### src/rtl/ov7670_pixel_capture.sv
// OV7670 RGB444 capture front end: frame alignment, byte pairing, pixel/line/frame strobes.
// Define CAPTURE_CHECK_EN to build the line-length and frame-length error strobes.
module ov7670_pixel_capture #(
  parameter int unsigned H_PIXELS = 640,
  parameter int unsigned V_LINES  = 480
) (
  input  logic        clk,
  input  logic        reset,
  input  logic        capture,
  input  logic        vref,
  input  logic        href,
  input  logic [7:0]  d,
  output logic        pix_valid,
  output logic [11:0] pix_rgb,
  output logic        line_end,
  output logic [9:0]  pix_cnt,
  output logic [8:0]  line_cnt,
  output logic        frame_start,
  output logic        frame_end,
  output logic        busy,
  output logic        err_line,
  output logic        err_frame
);

  typedef enum logic [1:0] {StIdle, StWaitBlank, StWaitFrame, StActive} state_e;

  state_e     state_q;
  logic       phase_q;
  logic       href_q;
  logic [7:0] hi_q;
  logic [9:0] pix_ctr_q;

  logic       line_done;
  logic [9:0] pix_ctr_inc;
  logic [8:0] line_cnt_inc;
  logic       unused_lsbs;

  // A line closes when href falls, or when vref rises while a line is still open.
  assign line_done    = (state_q == StActive) && href_q && (vref || !href);
  assign pix_ctr_inc  = (&pix_ctr_q) ? pix_ctr_q : pix_ctr_q + 10'd1;
  assign line_cnt_inc = (&line_cnt) ? line_cnt : line_cnt + 9'd1;
  assign unused_lsbs  = ^d[3:0];

  always_ff @(posedge clk or posedge reset) begin
    if (reset) begin
      state_q     <= StIdle;
      phase_q     <= 1'b0;
      href_q      <= 1'b0;
      hi_q        <= 8'h00;
      pix_ctr_q   <= 10'd0;
      pix_valid   <= 1'b0;
      pix_rgb     <= 12'h000;
      line_end    <= 1'b0;
      pix_cnt     <= 10'd0;
      line_cnt    <= 9'd0;
      frame_start <= 1'b0;
      frame_end   <= 1'b0;
      busy        <= 1'b0;
    end else begin
      pix_valid   <= 1'b0;
      line_end    <= 1'b0;
      frame_start <= 1'b0;
      frame_end   <= 1'b0;

      if (line_done) begin
        line_end  <= 1'b1;
        pix_cnt   <= pix_ctr_q;
        pix_ctr_q <= 10'd0;
        line_cnt  <= line_cnt_inc;
      end

      case (state_q)
        StIdle: begin
          if (capture) begin
            state_q <= StWaitBlank;
            busy    <= 1'b1;
          end
        end
        StWaitBlank: begin
          if (vref) state_q <= StWaitFrame;
        end
        StWaitFrame: begin
          if (!vref) begin
            state_q     <= StActive;
            frame_start <= 1'b1;
            line_cnt    <= 9'd0;
            phase_q     <= 1'b0;
            hi_q        <= 8'h00;
            pix_ctr_q   <= 10'd0;
          end
        end
        StActive: begin
          if (vref) begin
            // The byte sampled on this edge belongs to blanking and is ignored.
            frame_end <= 1'b1;
            phase_q   <= 1'b0;
            href_q    <= 1'b0;
            state_q   <= capture ? StWaitFrame : StIdle;
            busy      <= capture;
          end else begin
            href_q <= href;
            if (href) begin
              phase_q <= ~phase_q;
              if (!phase_q) begin
                hi_q <= d;
              end else begin
                pix_valid <= 1'b1;
                pix_rgb   <= {hi_q, d[7:4]};
                pix_ctr_q <= pix_ctr_inc;
              end
            end else begin
              phase_q <= 1'b0;
            end
          end
        end
        default: begin
          state_q <= StIdle;
          busy    <= 1'b0;
        end
      endcase
    end
  end

`ifdef CAPTURE_CHECK_EN
  logic       err_line_q;
  logic       err_frame_q;
  logic [8:0] frame_lines;

  // A line terminated by vref counts towards the frame being closed.
  assign frame_lines = line_done ? line_cnt_inc : line_cnt;

  always_ff @(posedge clk or posedge reset) begin
    if (reset) begin
      err_line_q  <= 1'b0;
      err_frame_q <= 1'b0;
    end else begin
      err_line_q  <= line_done && ((pix_ctr_q != 10'(H_PIXELS)) || phase_q);
      err_frame_q <= (state_q == StActive) && vref && (frame_lines != 9'(V_LINES));
    end
  end

  assign err_line  = err_line_q;
  assign err_frame = err_frame_q;
`else
  logic unused_cfg;
  assign unused_cfg = ^{H_PIXELS, V_LINES};
  assign err_line   = 1'b0;
  assign err_frame  = 1'b0;
`endif

endmodule
### config.mk
export PLATFORM = sky130hd
export DESIGN_NAME = ov7670_pixel_capture
export DESIGN_NICKNAME = d
export VERILOG_FILES = /design/src/rtl/ov7670_pixel_capture.sv
export SDC_FILE = /design/constraint.sdc
export NUM_CORES = 1
export LEC_CHECK = 0
export BUFFER_PORTS_ARGS = -buffer_cell sky130_fd_sc_hd__buf_4
export CORE_MARGIN = 5
export CORE_UTILIZATION = 49
export DETAILED_ROUTE_END_ITERATION = 7
export GPL_TIMING_DRIVEN = 0
export PLACE_DENSITY = 0.85
export SYNTH_ARGS = -nofsm -noshare
export SYNTH_HDL_FRONTEND = slang
export SYNTH_SLANG_ARGS = --single-unit
export TNS_END_PERCENT = 30
### constraint.sdc
create_clock -name clk -period 1.5 [get_ports clk]
set_input_delay 0.075 -clock clk [delete_from_list [all_inputs] [get_ports clk]]
set_output_delay 0.075 -clock clk [all_outputs]
set_load 0.01 [all_outputs]
# Word level (Yosys, flattened, before mapping)
# Cells that the tools add are included.
[totals]
register_bits = 58
latch_bits = 0
ram_bits = 0
mem_bits_ro = 0
out_inout_bits = 38
word_cells = 81
n_memories = 0
[classes]
n_addsub = 2
n_mul = 0
div = 0
magnitude_cmp = 0
n_eq_ne = 11
shift = 0
muxes = 39
n_bitwise = 2
n_reduce_logical = 14
[op_table]
columns = ["op", "n"]
rows = [
  ["10-bit two-way mux", 6],
  ["9-bit two-way mux", 4],
  ["8-bit two-way mux", 4],
  ["10-bit one-hot mux with 2 select lines", 1],
  ["8-bit one-hot mux with 2 select lines", 1],
  ["1-bit two-way mux", 15],
  ["2-bit inequality test, second input constant", 7],
  ["10-bit by 1-bit adder with 10-bit output, second input constant", 1],
  ["2-bit two-way mux", 5],
  ["10-bit AND reduction", 1],
  ["9-bit by 1-bit adder with 9-bit output, second input constant", 1],
  ["9-bit AND reduction", 1],
  ["2-bit one-hot mux with 4 select lines", 1],
  ["4-bit AND reduction", 2],
  ["5-bit inequality test, second input constant", 1],
  ["5-bit AND reduction", 1],
  ["2-bit == test, second input constant", 2],
  ["1-bit one-hot mux with 2 select lines", 2],
  ["2-bit nonzero test", 2],
  ["3-bit AND reduction", 1],
  ["2-bit by 1-bit == test with 1-bit output, second input constant", 1],
  ["1-bit logical AND", 2],
  ["2-bit logical NOT", 1],
  ["1-bit inverter", 2],
  ["other kinds (3)", 3],
]

# Logic depth before layout (Yosys ltp)
# Gate-level depths: netlist of run 1.
[depth]
depth_word = 8
ltp_mapped = 7

# Least setup slack after synthesis of run 1
# Ideal clock, no wire load.
[synth_timing]
kind = "register -> register"
start = "reg pix_ctr_q[0]"
end = "reg pix_ctr_q[7]"
setup_ns = 0.118
arrival_ns = 1.500
slack_ns = -0.119
path_stages_with_launch = 6
n_path_buf = 0
period_less_slack_ns = 1.619
path_cell_list = "dfrtp_1 -> ha_1 -> nand4_1 -> nor4_4 -> nor3b_1 -> o2bb2a_4"
[synth_via]
elab_chain_cells = 6
elab_cells_between_ends = 8
classes_between = "add/sub: 1; eq/ne: 1; mux: 5; reduce/logical: 1"
[synth_rtl]
columns = ["item", "line", "rtl"]
rows = [
  ["from (decl)", "31", "logic [9:0] pix_ctr_q;"],
  ["from (signal assigned)", "109", "pix_ctr_q <= pix_ctr_inc;"],
  ["10-bit by 1-bit adder with 10-bit output", "40", "assign pix_ctr_inc = (&pix_ctr_q) ? pix_ctr_q : pix_ctr_q + 10'd1;"],
  ["10-bit two-way mux", "40", ""],
  ["10-bit two-way mux", "104", "if (!phase_q) begin"],
  ["10-bit two-way mux", "102", "if (href) begin"],
  ["10-bit two-way mux", "93", "if (vref) begin"],
  ["10-bit one-hot mux with 2 select lines", "72", "case (state_q)"],
]
# Several ways; a longest one is shown, not always the timed one. The select of a mux whose other input is x is not followed.
# A chain may end at the register's enable or synchronous reset.

# Worst setup path after layout of run 1
[layout_timing]
start = "reg state_q[1]"
end = "reg line_cnt[6]"
[layout_via]
elab_chain_cells = 6
elab_cells_between_ends = 7
classes_between = "eq/ne: 2; mux: 3; reduce/logical: 2"
[layout_rtl]
columns = ["item", "line", "rtl"]
rows = [
  ["from (decl)", "27", "state_e state_q;"],
  ["from (signal assigned)", "46", "state_q <= StIdle;"],
  ["from (signal assigned)", "75", "state_q <= StWaitBlank;"],
  ["from (signal assigned)", "80", "if (vref) state_q <= StWaitFrame;"],
  ["2-bit == test", "39", "assign line_done = (state_q == StActive) && href_q && (vref || !href);"],
  ["1-bit logical AND (2 in a row)", "39", ""],
  ["9-bit two-way mux", "65", "if (line_done) begin"],
  ["9-bit two-way mux", "83", "if (!vref) begin"],
  ["9-bit two-way mux (*)", "72", ""],
  ["to (signal assigned)", "69", "line_cnt <= line_cnt_inc;"],
  ["to (decl)", "17", "output logic [8:0] line_cnt,"],
]
# Every way passes the cells marked *; elsewhere a longest branch is shown, timed or not.

==> results of run 1 <==
[power breakdown]
| part | total [mW] | switching [mW] | internal (mW) |
|---|---|---|---|
| sequential | 2.13 | 0.243 | 1.89 |
| clock | 1.58 | 0.616 | 0.967 |
| combinational | 1.55 | 0.804 | 0.743 |
[routing by layer]
metal / global-route usage / up-vias / routed length (µm)
li1: - / 1112 / -
met1: 0.2267 / 1195 / 2744
met2: 0.3386 / 103 / 3671
met3: 0.05103 / 29 / 430
met4: 0.09496 / 0 / 253
met5: 0 / - / 0
[placed cells by master, fill, tap and decap left out, types with 2 or more instances in the layout]
| cell type | n |
|---|---|
| buf_6 | 7 |
| nand2_1 | 57 |
| nand3_1 | 9 |
| dlygate4sd3_1 | 10 |
| buf_4 | 65 |
| ha_4 | 2 |
| nor2_1 | 3 |
| nor3_1 | 3 |
| and4_1 | 2 |
| nor3_4 | 2 |
| or3_1 | 2 |
| o21ai_1 | 6 |
| a21oi_2 | 2 |
| o211ai_1 | 3 |
| mux2i_1 | 4 |
| or4_1 | 2 |
| clkbuf_4 | 2 |
| inv_1 | 6 |
| clkbuf_8 | 11 |
| buf_12 | 2 |
| a41oi_1 | 2 |
| mux2_2 | 12 |
| o21ai_0 | 15 |
| dfrtp_2 | 5 |
| nand4_1 | 6 |
| dfrtp_1 | 53 |
| bufinv_16 | 2 |
| a311oi_1 | 3 |
| a21oi_1 | 9 |
| or3_4 | 2 |
| nand3b_1 | 3 |
| a31oi_1 | 2 |
| clkinv_2 | 4 |
| conb_1 | 2 |
| nor2_4 | 2 |
[synth_stat cells (2+ instances only)]
cell,count
a21oi_1,11
a311oi_1,3
a31oi_1,2
a41oi_1,2
and4_1,2
buf_2,4
buf_4,5
clkbuf_1,2
clkbuf_8,2
dfrtp_1,58
ha_1,2
inv_1,8
mux2_2,12
mux2i_1,4
nand2_1,57
nand3_1,10
nand3b_1,3
nand4_1,6
nor2_1,5
nor3_1,6
nor3b_1,2
nor4_1,2
o211ai_1,3
o21ai_0,20
o31ai_1,2
or3_1,4
or4_1,2
[sequential cells by signal, indices dropped and copies added, names as in the netlist, 2 cells and up]
signal,flops
pix_cnt,10
pix_ctr_q,10
state_q,2
pix_rgb,12
hi_q,8
line_cnt,9
[final cells by class]
| type | instances | area share |
|---|---|---|
| clock buffer | 10 | 0.03598 |
| sequential | 58 | 0.3811 |
| tap | 72 | 0.02355 |
| clock inverter | 6 | 0.02094 |
| inverter | 8 | 0.008832 |
| multi-input combinational | 184 | 0.3320 |
| timing repair buffer | 75 | 0.1632 |
| buffer | 14 | 0.03435 |
[critical path, delay by kind of cell (launching register included)]
kind	cells	cell delay, ns
AO/OA/AOI/OAI	1	0.16
AND/OR/NAND/NOR	3	0.81
buffers and inverters	1	0.16
flip-flops	1	0.40
[cell families after synthesis]
group | after synthesis | share of synthesized area
DFF | 58 | 0.5360
buffers and inverters | 22 | 0.04945
xor gates and xnor gates | 1 | 0.003235
and+or+nand+nor | 110 | 0.2093
AOI/OAI and AO/OA | 53 | 0.1266
other | 1 | 0.001385
muxes | 16 | 0.06470
adders and majority gates | 2 | 0.009241
[per-stage QoR]
stage | hold WS [ns] | cell area, µm² | power (mW) | std cells | util
floorplan | 0.1682 | 2723 | 2.823 | 264 | -
global placement | 0.3112 | 3173 | 3.320 | 384 | 0.5834
detailed placement | 0.3198 | 3173 | 3.374 | 384 | 0.5834
CTS | 0.009412 | 3620 | 5.050 | 420 | 0.6655
global route | 0.05495 | 3825 | 5.535 | 427 | 0.7032
finish | 0.05135 | 3825 | 5.261 | 427 | 0.7032
[worst max path at each step]
stage,end,depth (start not counted)
final,line_cnt[6],5
after global routing,line_cnt[0],6
after CTS,pix_ctr_q[9],6
after detailed placement,pix_ctr_q[7],5
after global placement,pix_ctr_q[7],5
after floorplan,pix_ctr_q[7],5
[timing repair]
item,4_1_cts,5_1_grt
gates cloned,0,0
hold buffers,9,1
setup endpoints to repair,41,49
endpoints found under the hold margin,10,22
buffers inserted,13,6
pin swaps,7,7
resized for setup,14,39
==> impl_metrics.xml, run 1 <==
<?xml version="1.0" encoding="UTF-8"?>
<metrics>
  <group name="status">
    <metric name="status" unit="">finished with violations</metric>
    <metric name="violations" unit="">negative setup slack</metric>
  </group>
  <group name="global_routing">
    <metric name="grt_start_max_net_pins" unit="">59</metric>
    <metric name="groute.usage.overall" unit="">0.1963</metric>
    <metric name="grt_pass1_vias" unit="">2432</metric>
    <metric name="grt_antenna_before_repair" unit="">0</metric>
    <metric name="grt_first_pass_wirelength" unit="µm">11220</metric>
    <metric name="grt_overflow" unit="">0</metric>
  </group>
  <group name="placed_design">
    <metric name="numPortBuffers" unit="">48</metric>
    <metric name="dp_worst_setup_slack" unit="ns">-0.2354</metric>
    <metric name="finalWeightedCongestion" unit="">0.8820</metric>
    <metric name="dp_hpwl" unit="µm">3967</metric>
  </group>
  <group name="worst_hold_path">
    <metric name="holdCritPathClass" unit="">input pin to flop</metric>
    <metric name="worstHoldStart" unit="">d[1]</metric>
    <metric name="min_path_cells" unit="">3</metric>
    <metric name="hold-path-endpoint" unit="">hi_q[1]</metric>
  </group>
  <group name="floorplan">
    <metric name="initial_utilization" unit="">0.4978</metric>
    <metric name="placement_rows" unit="">27</metric>
    <metric name="chipWidth" unit="µm">84.34</metric>
    <metric name="floorplan.io_pins" unit="">51</metric>
    <metric name="dieArea" unit="µm²">7112</metric>
    <metric name="fp.dieH" unit="µm">84.34</metric>
    <metric name="floorplan.core_area" unit="µm²">5439</metric>
  </group>
  <group name="detailed_routing">
    <metric name="route.detailed.drc" unit="">0</metric>
    <metric name="wire_per_inst" unit="µm">16.63</metric>
    <metric name="via_count" unit="">2439</metric>
    <metric name="first_pass_iters" unit="">4</metric>
    <metric name="number_of_nets_still_failing_antenna_checks_after_routing" unit="">0</metric>
    <metric name="drtIter0Drc" unit="">405</metric>
    <metric name="detail_route.wirelength" unit="µm">7099</metric>
    <metric name="detail_route.vias_per_cell" unit="">5.712</metric>
  </group>
  <group name="layout">
    <metric name="final_nets" unit="">365</metric>
    <metric name="seq_area" unit="µm²">1458</metric>
    <metric name="area_delta_synth_final" unit="%">41.27</metric>
    <metric name="n_fill_cell" unit="">349</metric>
    <metric name="multiInputGateArea" unit="µm²">1270</metric>
    <metric name="drive_above_1_share" unit="">0.3887</metric>
    <metric name="diodes" unit="">0</metric>
  </group>
  <group name="sta">
    <metric name="final-hold-violation-count" unit="">0</metric>
    <metric name="shortest_clock_period_the_worst_path_allows_after_layout" unit="ns">1.648</metric>
    <metric name="rsz_0062_raised_after_global_routing" unit="">true</metric>
    <metric name="finalMaxSlewViolations" unit="">0</metric>
    <metric name="clock_skew" unit="ns">0.01095</metric>
    <metric name="timing.setup.tns" unit="ns">-1.045</metric>
    <metric name="tightest_slew" unit="ns">0.6414</metric>
    <metric name="worst_slack" unit="ns">-0.1476</metric>
    <metric name="total_setup_violations_reported_at_the_end_of_the_flow" unit="">16</metric>
    <metric name="slew_headroom" unit="">0.5695</metric>
    <metric name="timing.fmax" unit="MHz">606.9</metric>
    <metric name="final.period_utilization" unit="">1.098</metric>
  </group>
  <group name="pwr">
    <metric name="total_leakage_power" unit="nW">1.790</metric>
    <metric name="peakVddDrop" unit="mV">0.9110</metric>
    <metric name="power_density" unit="nW/µm²">1375</metric>
  </group>
  <group name="yosys">
    <metric name="synth-edff-count" unit="">0</metric>
    <metric name="async_flop_share" unit="">1.000</metric>
    <metric name="post-synth-top-area-cell" unit="">dfrtp_1</metric>
    <metric name="synth_sequential_area_ratio" unit="">0.5360</metric>
    <metric name="synth.yosys.warnings" unit="">0</metric>
    <metric name="synth_top_cell_area_share" unit="">0.5360</metric>
    <metric name="synthesized_cell_area" unit="µm²">2708</metric>
    <metric name="syn_inst" unit="">263</metric>
    <metric name="yosys_register_bits" unit="">58</metric>
    <metric name="post_synth_num_cell_types" unit="">51</metric>
    <metric name="post_synth.cell_area_avg" unit="µm²">10.30</metric>
    <metric name="post_synth_main_area_contributors" unit="">dfrtp_1, nand2_1, mux2_2</metric>
    <metric name="synth_flop_cell" unit="">dfrtp_1</metric>
  </group>
  <group name="cts">
    <metric name="tritoncts" unit="">built</metric>
    <metric name="worstSkewPairLatency" unit="ns">0.35</metric>
    <metric name="cts_num_sinks" unit="">58</metric>
    <metric name="cts_buffer_depth" unit="">2</metric>
    <metric name="cts-htree-levels" unit="">3</metric>
    <metric name="worst_setup_hold_path_clk_slew" unit="ns">0.07</metric>
    <metric name="clock_buffers_created_by_tritoncts" unit="">9</metric>
    <metric name="cts_root_buf" unit="">clkbuf_8</metric>
  </group>
  <group name="setup_path">
    <metric name="critical_path.cell_chain" unit="">buf_6 -&gt; and2_4 -&gt; nand3_4 -&gt; or4_1 -&gt; o211a_1</metric>
    <metric name="crit-reg2reg-launch" unit="">state_q[1]</metric>
    <metric name="reg2regPathDepth" unit="">5</metric>
    <metric name="crit_required" unit="ns">1.73</metric>
    <metric name="worst-r2r-setup-slack" unit="ns">-0.15</metric>
    <metric name="setup.worst_path.class" unit="">flop to flop</metric>
    <metric name="critPathLaunchType" unit="">flop</metric>
    <metric name="reg_to_reg_critical_path_endpoint" unit="">line_cnt[6]</metric>
    <metric name="worstPathArrival" unit="ns">1.88</metric>
    <metric name="cp_slowest_cell" unit="">or4_1</metric>
    <metric name="crit_start" unit="">state_q[1]</metric>
    <metric name="timing.critical_path.slowest_cell_delay" unit="ns">0.52</metric>
    <metric name="crit_path_max_fanout" unit="">9</metric>
    <metric name="critPathCaptureType" unit="">flop</metric>
  </group>
  <group name="run">
    <metric name="max_cap_viol_count" unit="">0</metric>
  </group>
</metrics>
(Power assumes the default switching activity.)
==> run 2, diff against run 1 <==
--- a/config.mk
+++ b/config.mk
@@ -10,6 +10,7 @@
 export CORE_UTILIZATION = 49
 export DETAILED_ROUTE_END_ITERATION = 7
 export GPL_TIMING_DRIVEN = 0
+export HOLD_SLACK_MARGIN = 0.15
 export PLACE_DENSITY = 0.85
 export SYNTH_ARGS = -nofsm -noshare
 export SYNTH_HDL_FRONTEND = slang
==> constraint.sdc (replaced) <==
create_clock -name clk -period 1.5 [get_ports clk]
set_input_delay 0.225 -clock clk [delete_from_list [all_inputs] [get_ports clk]]
set_output_delay 0.225 -clock clk [all_outputs]
set_load 0.01 [all_outputs]
==> run 2 against run 1 <==
The run still ends with negative setup slack left; count of clock-buffer cells in the layout increased by 3; sequential power about the same; final area decreased by 1.1%; global-route usage grew 0.091 points; via count grew 1.7%; combinational power increased by 3%; final cell count increased by 0.47%; largest power group unchanged; highest routed layer unchanged.
==> impl_metrics.xml, run 2 (synthesized netlist as in run 1, its figures left out) <==
<?xml version="1.0" encoding="UTF-8"?>
<metrics>
  <group name="sta">
    <metric name="tightest_slew" unit="ns">0.5129</metric>
    <metric name="clock_skew" unit="ns">0.005821</metric>
    <metric name="final.period_utilization" unit="">1.087</metric>
    <metric name="shortest_clock_period_the_worst_path_allows_after_layout" unit="ns">1.630</metric>
    <metric name="rsz_0062_raised_after_global_routing" unit="">true</metric>
    <metric name="final-hold-violation-count" unit="">0</metric>
    <metric name="worst_slack" unit="ns">-0.1299</metric>
    <metric name="total_setup_violations_reported_at_the_end_of_the_flow" unit="">13</metric>
    <metric name="timing.fmax" unit="MHz">613.6</metric>
    <metric name="finalMaxSlewViolations" unit="">0</metric>
    <metric name="slew_headroom" unit="">0.6558</metric>
  </group>
  <group name="status">
    <metric name="violations" unit="">negative setup slack</metric>
    <metric name="status" unit="">finished with violations</metric>
  </group>
  <group name="detailed_routing">
    <metric name="number_of_nets_still_failing_antenna_checks_after_routing" unit="">0</metric>
    <metric name="drtIter0Drc" unit="">239</metric>
    <metric name="wire_per_inst" unit="µm">17.05</metric>
    <metric name="detail_route.vias_per_cell" unit="">5.781</metric>
    <metric name="route.detailed.drc" unit="">0</metric>
    <metric name="via_count" unit="">2480</metric>
    <metric name="first_pass_iters" unit="">5</metric>
    <metric name="detail_route.wirelength" unit="µm">7316</metric>
  </group>
  <group name="cts">
    <metric name="cts_buffer_depth" unit="">2</metric>
    <metric name="cts_num_sinks" unit="">58</metric>
    <metric name="tritoncts" unit="">built</metric>
    <metric name="worst_setup_hold_path_clk_slew" unit="ns">0.06</metric>
    <metric name="clock_buffers_created_by_tritoncts" unit="">9</metric>
    <metric name="cts-htree-levels" unit="">3</metric>
    <metric name="worstSkewPairLatency" unit="ns">0.34</metric>
    <metric name="cts_root_buf" unit="">clkbuf_8</metric>
  </group>
  <group name="floorplan">
    <metric name="chipWidth" unit="µm">84.34</metric>
    <metric name="floorplan.core_area" unit="µm²">5439</metric>
    <metric name="floorplan.io_pins" unit="">51</metric>
    <metric name="placement_rows" unit="">27</metric>
    <metric name="fp.dieH" unit="µm">84.34</metric>
    <metric name="dieArea" unit="µm²">7112</metric>
    <metric name="initial_utilization" unit="">0.4978</metric>
  </group>
  <group name="layout">
    <metric name="final_nets" unit="">367</metric>
    <metric name="layout.cells.most_common_list" unit="">buf_4, nand2_1, dfrtp_1</metric>
    <metric name="final_design_area_no_fill" unit="µm²">3784</metric>
    <metric name="post-route-util" unit="">0.6957</metric>
    <metric name="area_delta_synth_final" unit="%">39.74</metric>
    <metric name="largest-register" unit="">pix_rgb</metric>
    <metric name="max_reg_flops" unit="">12</metric>
    <metric name="diodes" unit="">0</metric>
    <metric name="seq_area" unit="µm²">1456</metric>
    <metric name="layout.cells.most_common" unit="">buf_4</metric>
    <metric name="drive_above_1_share" unit="">0.3922</metric>
    <metric name="layout_top_registers" unit="">pix_rgb x12, pix_cnt x10, pix_ctr_q x10</metric>
    <metric name="multiInputGateArea" unit="µm²">1282</metric>
    <metric name="n_fill_cell" unit="">367</metric>
  </group>
  <group name="global_routing">
    <metric name="grt_overflow" unit="">0</metric>
    <metric name="grt_antenna_before_repair" unit="">0</metric>
    <metric name="grt_start_max_net_pins" unit="">59</metric>
    <metric name="grt_first_pass_wirelength" unit="µm">11370</metric>
    <metric name="grt_pass1_vias" unit="">2469</metric>
    <metric name="groute.usage.overall" unit="">0.1972</metric>
  </group>
  <group name="pwr">
    <metric name="power_density" unit="nW/µm²">1306</metric>
    <metric name="total_leakage_power" unit="nW">1.778</metric>
    <metric name="peakVddDrop" unit="mV">0.9521</metric>
  </group>
  <group name="setup_path">
    <metric name="crit-reg2reg-launch" unit="">pix_ctr_q[1]</metric>
    <metric name="crit_required" unit="ns">1.73</metric>
    <metric name="crit_path_max_fanout" unit="">5</metric>
    <metric name="reg2regPathDepth" unit="">5</metric>
    <metric name="critPathCaptureType" unit="">flop</metric>
    <metric name="reg_to_reg_critical_path_endpoint" unit="">pix_ctr_q[7]</metric>
    <metric name="cp_top_family" unit="">compound AO/OA/AOI/OAI gates</metric>
    <metric name="timing.critical_path.slowest_cell_delay" unit="ns">0.39</metric>
    <metric name="worst-r2r-setup-slack" unit="ns">-0.13</metric>
    <metric name="cp_slowest_cell" unit="">dfrtp_1</metric>
    <metric name="setup.worst_path.class" unit="">flop to flop</metric>
    <metric name="critPathLaunchType" unit="">flop</metric>
    <metric name="worst-path-buf-inv" unit="">1</metric>
    <metric name="worstPathArrival" unit="ns">1.86</metric>
    <metric name="critical_path.cell_chain" unit="">buf_4 -&gt; nand4_1 -&gt; o21a_1 -&gt; o31ai_2 -&gt; o2bb2a_4</metric>
  </group>
  <group name="placed_design">
    <metric name="dp_hpwl" unit="µm">4063</metric>
    <metric name="numPortBuffers" unit="">48</metric>
    <metric name="detailed_place.area" unit="µm²">3166</metric>
    <metric name="dp_worst_setup_slack" unit="ns">-0.3789</metric>
    <metric name="finalWeightedCongestion" unit="">0.8675</metric>
  </group>
  <group name="run">
    <metric name="max_cap_viol_count" unit="">0</metric>
  </group>
  <group name="worst_hold_path">
    <metric name="worstHoldStart" unit="">d[3]</metric>
    <metric name="holdCritPathClass" unit="">input pin to flop</metric>
    <metric name="hold-path-endpoint" unit="">hi_q[3]</metric>
    <metric name="min_path_cells" unit="">3</metric>
  </group>
</metrics>
run 2: layer usage:
metal	GRT usage	share of wire	routed length [µm]	up-vias
li1	-	-	-	1117
met1	0.2408	0.41	2967	1235
met2	0.3207	0.51	3712	100
met3	0.05005	0.062	457	28
met4	0.1065	0.024	178	0
met5	0	0	0	-
run 2: what timing repair did:
action,CTS,global route
setup endpoints to repair,37,41
pin swaps,8,11
endpoints found under the hold margin,7,13
resized for setup,22,28
gates cloned,0,0
setup buffers,15,5
hold buffers,7,1
run 2: cell type report:
cell class              instances  area share
flip-flops and latches         58      0.3849
inverters                       8    0.008929
multi-input cells             184      0.3390
clock inverters                 3    0.003968
clock buffers                  13     0.03935
plain buffers                  14     0.03439
well taps                      72     0.02381
repair buffers                 77      0.1657
run 2: where the power goes:
group          leakage (nW)  switching, mW  total [mW]  internal, mW
registers             0.780          0.214        2.10          1.88
logic                 0.910          0.838        1.60         0.761
clock network        0.0872          0.607        1.24         0.637
total                  1.78           1.66        4.94          3.28
run 2: worst min-delay path: cells and delay by family:
kind | cells | cell delay [ns]
buffers and inverters | 1 | 0.11
AOI/OAI and AO/OA | 1 | 0.07
and+or+nand+nor | 1 | 0.04
run 2: how the worst max path moves through the flow:
stage,start,endpoint,slack (ns),cells past startpoint
finish,pix_ctr_q[1],pix_ctr_q[7],-0.13,5
global route,pix_ctr_q[1],pix_ctr_q[7],-0.16,5
CTS,state_q[1],pix_ctr_q[9],-0.02,5
detailed placement,pix_ctr_q[0],pix_ctr_q[7],-0.38,5
global placement,pix_ctr_q[0],pix_ctr_q[7],-0.35,5
floorplan,pix_ctr_q[0],pix_ctr_q[7],-0.12,5
run 2: per-stage QoR:
stage               setup TNS (ns)  cells  power [mW]  hold WS [ns]
floorplan                  -0.4640    264       2.823        0.3182
global placement            -5.988    384       3.318        0.4587
detailed placement          -7.012    384       3.365        0.4666
CTS                       -0.06524    422       4.725        0.1576
global route                -1.471    429       5.186        0.1721
finish                     -0.7345    429       4.940        0.1552
